`config.mk`:
```
export PLATFORM = sky130hd
export DESIGN_NAME = gearbox_33_32_sched
export DESIGN_NICKNAME = d
export VERILOG_FILES = /design/src/rtl/gearbox_33_32_sched.sv
export SDC_FILE = /design/constraint.sdc
export NUM_CORES = 1
export LEC_CHECK = 0
export ABC_AREA = 1
export CORE_ASPECT_RATIO = 0.9
export CORE_MARGIN = 10
export CORE_UTILIZATION = 35
export DETAILED_ROUTE_END_ITERATION = 10
export PLACE_DENSITY = 0.68
export SYNTH_ARGS = -nofsm -noshare
export SYNTH_HDL_FRONTEND = slang
export SYNTH_SLANG_ARGS = --single-unit
```
`constraint.sdc`:
```
create_clock -name clk -period 2.17 [get_ports clk]
set_input_delay 0.217 -clock clk [delete_from_list [all_inputs] [get_ports clk]]
set_output_delay 0.217 -clock clk [all_outputs]
set_load 0.01 [all_outputs]
```
`src/rtl/gearbox_33_32_sched.sv`:
```
// Packet-granular round-robin scheduler feeding a 33-to-32 gearbox input through
// a registered valid/ready stage, with optional idle-word fill.
module gearbox_33_32_sched #(
    parameter int          NUM_REQ     = 4,
    parameter int          IDX_W       = 2,
    parameter bit          IDLE_INSERT = 1'b1,
    parameter logic [32:0] IDLE_WORD   = 33'h1_0707_0707
) (
    input  logic                 clk,
    input  logic                 arst,
    input  logic [NUM_REQ*33-1:0] req_data,
    input  logic [NUM_REQ-1:0]   req_valid,
    input  logic [NUM_REQ-1:0]   req_eop,
    output logic [NUM_REQ-1:0]   req_ready,
    output logic [32:0]          gb_din,
    output logic                 gb_din_valid,
    input  logic                 gb_din_ready,
    output logic [IDX_W-1:0]     grant_idx,
    output logic                 active,
    output logic [31:0]          idle_count
);

    typedef enum logic {ARB, LOCKED} state_t;

    state_t           state, state_nxt;
    logic [IDX_W-1:0] rr_ptr;
    logic [32:0]      words [NUM_REQ];
    logic             load;
    logic             cand_found;
    logic [IDX_W-1:0] cand_idx;
    logic [IDX_W-1:0] sel_idx;
    logic             sel_valid;
    logic             sel_eop;
    logic             accept;
    logic [IDX_W-1:0] ptr_after_sel;

    for (genvar i = 0; i < NUM_REQ; i++) begin : g_unpack
        assign words[i] = req_data[33*i +: 33];
    end

    assign load   = !gb_din_valid || gb_din_ready;
    assign active = (state == LOCKED);

    // Rotating search starting at rr_ptr; first valid requester wins.
    always_comb begin
        int unsigned pos;
        cand_found = 1'b0;
        cand_idx   = '0;
        pos        = 0;
        for (int unsigned k = 0; k < NUM_REQ; k++) begin
            pos = rr_ptr + k;
            if (pos >= NUM_REQ) pos = pos - NUM_REQ;
            if (!cand_found && req_valid[pos[IDX_W-1:0]]) begin
                cand_found = 1'b1;
                cand_idx   = pos[IDX_W-1:0];
            end
        end
    end

    always_comb begin
        if (state == LOCKED) begin
            sel_idx   = grant_idx;
            sel_valid = req_valid[grant_idx];
        end else begin
            sel_idx   = cand_idx;
            sel_valid = cand_found;
        end
        sel_eop       = req_eop[sel_idx];
        accept        = load && sel_valid && !arst;
        ptr_after_sel = (sel_idx == IDX_W'(NUM_REQ - 1)) ? '0 : sel_idx + 1'b1;
    end

    always_comb begin
        req_ready = '0;
        if (accept) req_ready[sel_idx] = 1'b1;
    end

    always_comb begin
        state_nxt = state;
        if (accept) state_nxt = sel_eop ? ARB : LOCKED;
    end

    always_ff @(posedge clk or posedge arst) begin
        if (arst) state <= ARB;
        else      state <= state_nxt;
    end

    always_ff @(posedge clk or posedge arst) begin
        if (arst) begin
            gb_din       <= '0;
            gb_din_valid <= 1'b0;
            rr_ptr       <= '0;
            grant_idx    <= '0;
            idle_count   <= '0;
        end else if (load) begin
            if (sel_valid) begin
                gb_din       <= words[sel_idx];
                gb_din_valid <= 1'b1;
                grant_idx    <= sel_idx;
                if (sel_eop) rr_ptr <= ptr_after_sel;
            end else if (IDLE_INSERT) begin
                gb_din       <= IDLE_WORD;
                gb_din_valid <= 1'b1;
                if (idle_count != '1) idle_count <= idle_count + 32'd1;
            end else begin
                gb_din_valid <= 1'b0;
            end
        end
    end

endmodule
```
# ---- After elaboration in Yosys (flattened, before gate mapping)
# Index checks and enable logic that the tools add are counted.
dict set report totals {
  reg_bits 71
  in_bits 143
  wordCells 81
}
dict set report op_classes {
  order_cmp 12
  reduce_logical 15
  n_mux 35
  bitwise 2
  eq_ne 2
  n_addsub 9
}
# operator n
set op_table {}
lappend op_table {{$mux W33} 3}
lappend op_table {{$bmux W33 S2} 1}
lappend op_table {{$add A32 B1 Y32 const B} 1}
lappend op_table {{$ne A32 B32 Y1 const B} 1}
lappend op_table {{$mux W2} 10}
lappend op_table {{$lt A2 B3 Y1 const B} 6}
lappend op_table {{$mux W1} 13}
lappend op_table {{$bmux W1 S2} 6}
lappend op_table {{$ge A3 B3 Y1 const B} 4}
lappend op_table {{$sub A2 B1 Y2 const B} 4}
lappend op_table {{$add A2 B2 Y3 const B} 2}
lappend op_table {{$logic_and A1 B1 Y1} 6}
lappend op_table {{$reduce_and A3 Y1} 2}
lappend op_table {{$logic_not A1 Y1} 5}
lappend op_table {{$mux W4} 1}
lappend op_table {{$add A2 B1 Y3 const B} 1}
lappend op_table {{$ge A2 B3 Y1 const B} 1}
lappend op_table {{$not A2 Y3} 1}
lappend op_table {{$add A2 B1 Y2 const B} 1}
lappend op_table {{$demux W1 S2} 1}
lappend op_table {{$eq A2 B2 Y1 const B} 1}
lappend op_table {{$ge A2 B1 Y1 const B} 1}
lappend op_table {{$reduce_and A2 Y1} 1}
lappend op_table {{$logic_or A1 B1 Y1} 1}
lappend op_table {{$not A1 Y1} 1}

# ---- Logic depth before layout (Yosys ltp)
dict set report depth {
  depth_word 20
  depth_mapped 17
}

# ---- Worst setup path after synthesis
# OpenSTA, ideal clock, no wires.
dict set report synth_path {
  path_kind {register to output}
  from {reg rr_ptr[0]}
  to {out req_ready[0]}
  stages_incl_launch_ff 17
  arrival_time_ns 1.817
  slack_ns 0.136
  required_ns 1.953
  n_path_buf 2
  cell_sequence {dfrtp_1 > buf_4 > nand2_1 > nand2_1 > nand2_1 > nand2_1 > nor2_2 > nand3_1 > nand2_1 > inv_1 > nand2_1 > nand2_4 > inv_4 > buf_4 > ha_1 > inv_1 > nor2_1}
}
dict set report synth_between {
  elab_chain_len 20
  elab_cells_between_ends 47
  cone_classes {7 x add/sub; 6 x order compare; 25 x mux; 9 x reduce/logical}
}
# element line
set synth_rtl {}
lappend synth_rtl {{start: declaration} 26} ;# logic [IDX_W-1:0] rr_ptr;
lappend synth_rtl {{start signal: assignment} 100} ;# if (sel_eop) rr_ptr <= ptr_after_sel;
lappend synth_rtl {{branches (longest 19 deep; another with $add A2 B1 Y3)} --}
lappend synth_rtl {{$mux W4 (*)} 75} ;# if (accept) req_ready[sel_idx] = 1'b1;
lappend synth_rtl {{end: declaration} 14} ;# output logic [NUM_REQ-1:0] req_ready,
# Mark *: on every way between the ends. The select of a mux whose other input is x is not followed.

# ---- Worst setup path in the final report
dict set report layout_path {
  from {reg rr_ptr[0]}
  to {out req_ready[1]}
}
# Same word-level chain as after synthesis.

==> impl_summary.md <==
Synth
The commonest cells after synthesis are 332 x sky130_fd_sc_hd__nand2_1, 119 x sky130_fd_sc_hd__nand3_1, 104 x sky130_fd_sc_hd__inv_1. The leading area contributor after synthesis is sky130_fd_sc_hd__dfrtp_1. Of the post-synthesis cell area, the dominant cell type holds 34.3%.

After synthesis the netlist holds a flip-flop and latch count of 71. The mean cell area of the mapped netlist is 6.43 um^2. Counting distinct cell types in the post-synthesis netlist gives 33. In the post-synthesis netlist, the cell with the most instances is sky130_fd_sc_hd__nand2_1. Of the synthesized area, sequential elements account for 34.3%. The area of the mapped netlist is 5180 um^2. The number of warnings reported in the yosys synthesis log is 0.

By area the synthesized netlist is led by sky130_fd_sc_hd__dfrtp_1 34%, sky130_fd_sc_hd__nand2_1 24%, sky130_fd_sc_hd__nand3_1 11%, sky130_fd_sc_hd__inv_1 7.5%, sky130_fd_sc_hd__xor2_1 3.5%. The net count after synthesis is 954. The leading register cell type out of synthesis is sky130_fd_sc_hd__dfrtp_1.

For this run, asynchronously set or reset flops after synthesis account for 100%. The number of synthesized flops with an enable pin is 0. The instance count of the mapped netlist is 806.

Worst setup path
On the worst path, the slowest cell contributes a delay of 0.49 ns. On the critical path the largest part of the delay comes from simple AND/OR/NAND/NOR gates. The critical path's most frequent cell is sky130_fd_sc_hd__nand2_2. The worst flop-to-flop path endpoint is rr_ptr[1]$_DFFE_PP0P_. The critical path is of the flip-flop to primary output type. Traced cell by cell, the critical path runs through buf_4, inv_4, nand2_2, nand3_2, nand2_2, inv_2, nand3_4, o21ai_4, nor3_1, inv_1, nor2_2, buf_2.

STA classifies the critical path endpoint as a primary output. The worst register-to-register path begins at rr_ptr[0]$_DFFE_PP0P_. STA puts the critical path data arrival time at 2.29 ns. Across all register-to-register paths, the minimum setup slack is -0.22 ns. The count of buffer and inverter cells on the critical path is 5. For the worst flop-to-flop path, the logic depth is 18. The startpoint type of the worst setup path is a flip-flop.

Data on the critical path is required at its endpoint by 1.95 ns. In this run the worst path has a maximum fanout of 7. The cell at the slowest stage of the critical path is sky130_fd_sc_hd__dfrtp_2.

Cells and area
The fraction of final layout cells with drive strength greater than 1 is 21.3%. Relative to the synthesized area, the layout overhead comes to 80.0%. The sequential cell area is 1780 um^2. The final core area utilization is 63.8%. The area of the multi-input gates is 3280 um^2. After the last flow step, the layout net total stands at 1251. The final cell area excluding filler cells is 9320 um^2. The count of filler cells inserted in the layout is 1313.

Timing
Setup violations remaining at the end of the flow were counted as 69. For this run, the top clock speed supported by timing is 400 MHz. The time the worst path needs with I/O delays and setup is 2.50 ns.

The worst hold slack is 0.297 ns. The final setup slack of the worst path is -0.333 ns. The number of hold violations in the final report is 0. The number of pins with negative max-slew slack in the final report is 0. Setup repair after global routing could not meet its margin everywhere. After layout, the worst path uses 115% of the clock period.

The setup skew after layout is 0.00879 ns.

Clocking
The clock transition at the register clock pins on the worst setup and hold paths after CTS is 0.06 ns. Hold repair after CTS inserted 0 buffers. No sink is reached through more buffers than the 2 on the longest clock path. The clock latency of the later-clocked register in the worst-skew pair is 0.33 ns. TritonCTS built the clock tree.

The clock sink count is 71. Clock tree synthesis selected as its root buffer the cell sky130_fd_sc_hd__clkbuf_16. The H-tree was split into 3 levels. Clock tree synthesis inserted a total of 9 buffers.

Floorplan
The total number of placement rows is 42. The initial core utilization is 35.5%. The die is 135 um tall. The floorplan step set the die width to 148 um. Pin placement for this block handled 216 I/O pins. The area of the core is 14600 um^2. The die covers 20100 um^2.

Power
Dividing total power by cell area gives a power density of 1610 nW/um^2. The leakage power is 0.00456 uW. IR analysis of the VDD net gives a maximum drop of 1250 uV.

GRT
The number of antenna violations at the first check in global routing was 1. The via count of the first global-routing pass is 5865. The wire length of the first global-routing pass is 31400 um. For this run, the total global-route usage over all layers was measured as 19.4%. The total grt overflow is 0. Entering global routing, the biggest net connects 40 pins.

Place
The number of port buffers is 215. The detailed-placement wirelength estimate is 15500 um. Once placement finished, the instance area stood at 7940 um^2. The weighted congestion reported at the end of routability-driven placement is 0.894.

Routing
For this block, the initial DRC count from the detailed router was 351. Dividing the detail-routed wire length by the instance count gives 17.4 um. After detailed routing, the number of remaining DRC violations is 0.

The total number of vias is 6294. The average via count per standard cell is 4.82. The routed design has 22700 um of wire. For this run, the detailed router's first-pass iteration total came to 5. The antenna violation net count after detailed routing is 0.

Status
The checks that failed: negative setup slack. The run finished, with violations left.

Flow run
Across the run, the number of max-cap violations was 0.

Hold path
The class of the worst hold path is input port to asynchronous set/reset pin.
## metal layers
layer	up-vias	wire length, um	global-route usage [%]
met5	-	0	0
met4	0	364	5.39
met3	21	1570	5.98
met2	193	11400	33.4
met1	2979	9350	22.9
li1	3101	-	-
## metrics by stage
stage	instances	total power (uW)	setup WS (ns)	setup TNS [ns]
6_report	1307	15100	-0.333	-8.83
5_1_grt	1307	16100	-0.419	-17.04
4_1_cts	1276	11800	-0.281	-3.35
3_5_place_dp	1252	9760	-0.483	-13.38
3_3_place_gp	1252	9660	-0.427	-9.93
2_1_floorplan	806	6850	0.136	0
## repair_timing
item                                    4_1_cts  5_1_grt
cloned                                        3       12
endpoints found under the setup margin       44       70
pin swaps                                     4       44
gates resized for setup                      33      144
buffers inserted                              5       19
hold endpoints to repair                      0        0
## cell families after synthesis
| logic type | synth area share, % |
|---|---|
| fa+ha+maj | 1.21 |
| simple gates | 46.0 |
| flops | 34.3 |
| xor+xnor | 4.90 |
| compound gates | 1.74 |
| other cells | 0.0724 |
| buf+inv | 11.8 |
## report_power, final
part / internal [uW] / switching (uW) / total, uW / leakage (uW)
Sequential: 1810 / 299 / 2110 / 0.000884
Clock: 833 / 549 / 1380 / 0.000136
Combinational: 5430 / 6140 / 11600 / 0.00354
## worst register-to-register path, cell delays in order (launching register included)
cell,delay (ns)
sky130_fd_sc_hd__dfrtp_2,0.49
sky130_fd_sc_hd__buf_4,0.17
sky130_fd_sc_hd__inv_4,0.07
sky130_fd_sc_hd__nand2_2,0.08
sky130_fd_sc_hd__nand3_2,0.09
sky130_fd_sc_hd__nand2_2,0.09
sky130_fd_sc_hd__inv_2,0.10
sky130_fd_sc_hd__nand3_4,0.10
sky130_fd_sc_hd__nor2_4,0.15
sky130_fd_sc_hd__nor2_8,0.06
sky130_fd_sc_hd__nand2_8,0.10
sky130_fd_sc_hd__buf_6,0.12
sky130_fd_sc_hd__buf_12,0.14
sky130_fd_sc_hd__buf_16,0.15
sky130_fd_sc_hd__nand2_1,0.07
sky130_fd_sc_hd__nand3_2,0.10
sky130_fd_sc_hd__nand3_2,0.09
sky130_fd_sc_hd__nand2_1,0.06
sky130_fd_sc_hd__nand2_1,0.05
## area by class of cell
| class | count | area share, % |
|---|---|---|
| Inverter | 110 | 4.66 |
| Timing Repair Buffer | 317 | 35.3 |
| Clock inverter | 3 | 0.188 |
| Sequential cell | 71 | 19.1 |
| Clock buffer | 13 | 2.79 |
| Timing Repair inverter | 1 | 0.0805 |
| Tap cell | 198 | 2.66 |
| Multi-Input combinational cell | 593 | 35.2 |
| Antenna cell | 1 | 0.0268 |
## worst max path at each step
stage	start	endpoint	slack, ns	depth (start not counted)
final	rr_ptr[0]$_DFFE_PP0P_	req_ready[1]	-0.33	12
after global routing	rr_ptr[0]$_DFFE_PP0P_	req_ready[3]	-0.42	15
after CTS	rr_ptr[0]$_DFFE_PP0P_	req_ready[0]	-0.28	16
after detailed placement	req_valid[0]	req_ready[0]	-0.48	16
after global placement	req_valid[1]	req_ready[1]	-0.43	16
after floorplan	rr_ptr[0]$_DFFE_PP0P_	req_ready[0]	0.14	16
## state kept, by name, summed over array words and instances, names as in the netlist
name          count
gb_din           33
rr_ptr            2
gb_din_valid      1
active            1
grant_idx         2
idle_count       32
## cell usage in the layout (no fill, tap or decap), types with 15 or more instances in the layout
master / n
sky130_fd_sc_hd__nand3_1: 75
sky130_fd_sc_hd__clkdlybuf4s50_1: 211
sky130_fd_sc_hd__nor3_1: 20
sky130_fd_sc_hd__nor2_1: 24
sky130_fd_sc_hd__nand2_2: 31
sky130_fd_sc_hd__clkbuf_16: 17
sky130_fd_sc_hd__dfrtp_1: 70
sky130_fd_sc_hd__nand3_2: 42
sky130_fd_sc_hd__nand3b_1: 15
sky130_fd_sc_hd__nand2_1: 296
sky130_fd_sc_hd__inv_1: 101
sky130_fd_sc_hd__buf_6: 18
sky130_fd_sc_hd__xor2_1: 21
sky130_fd_sc_hd__buf_4: 59
Note: power is estimated with default switching activity, not from simulation.
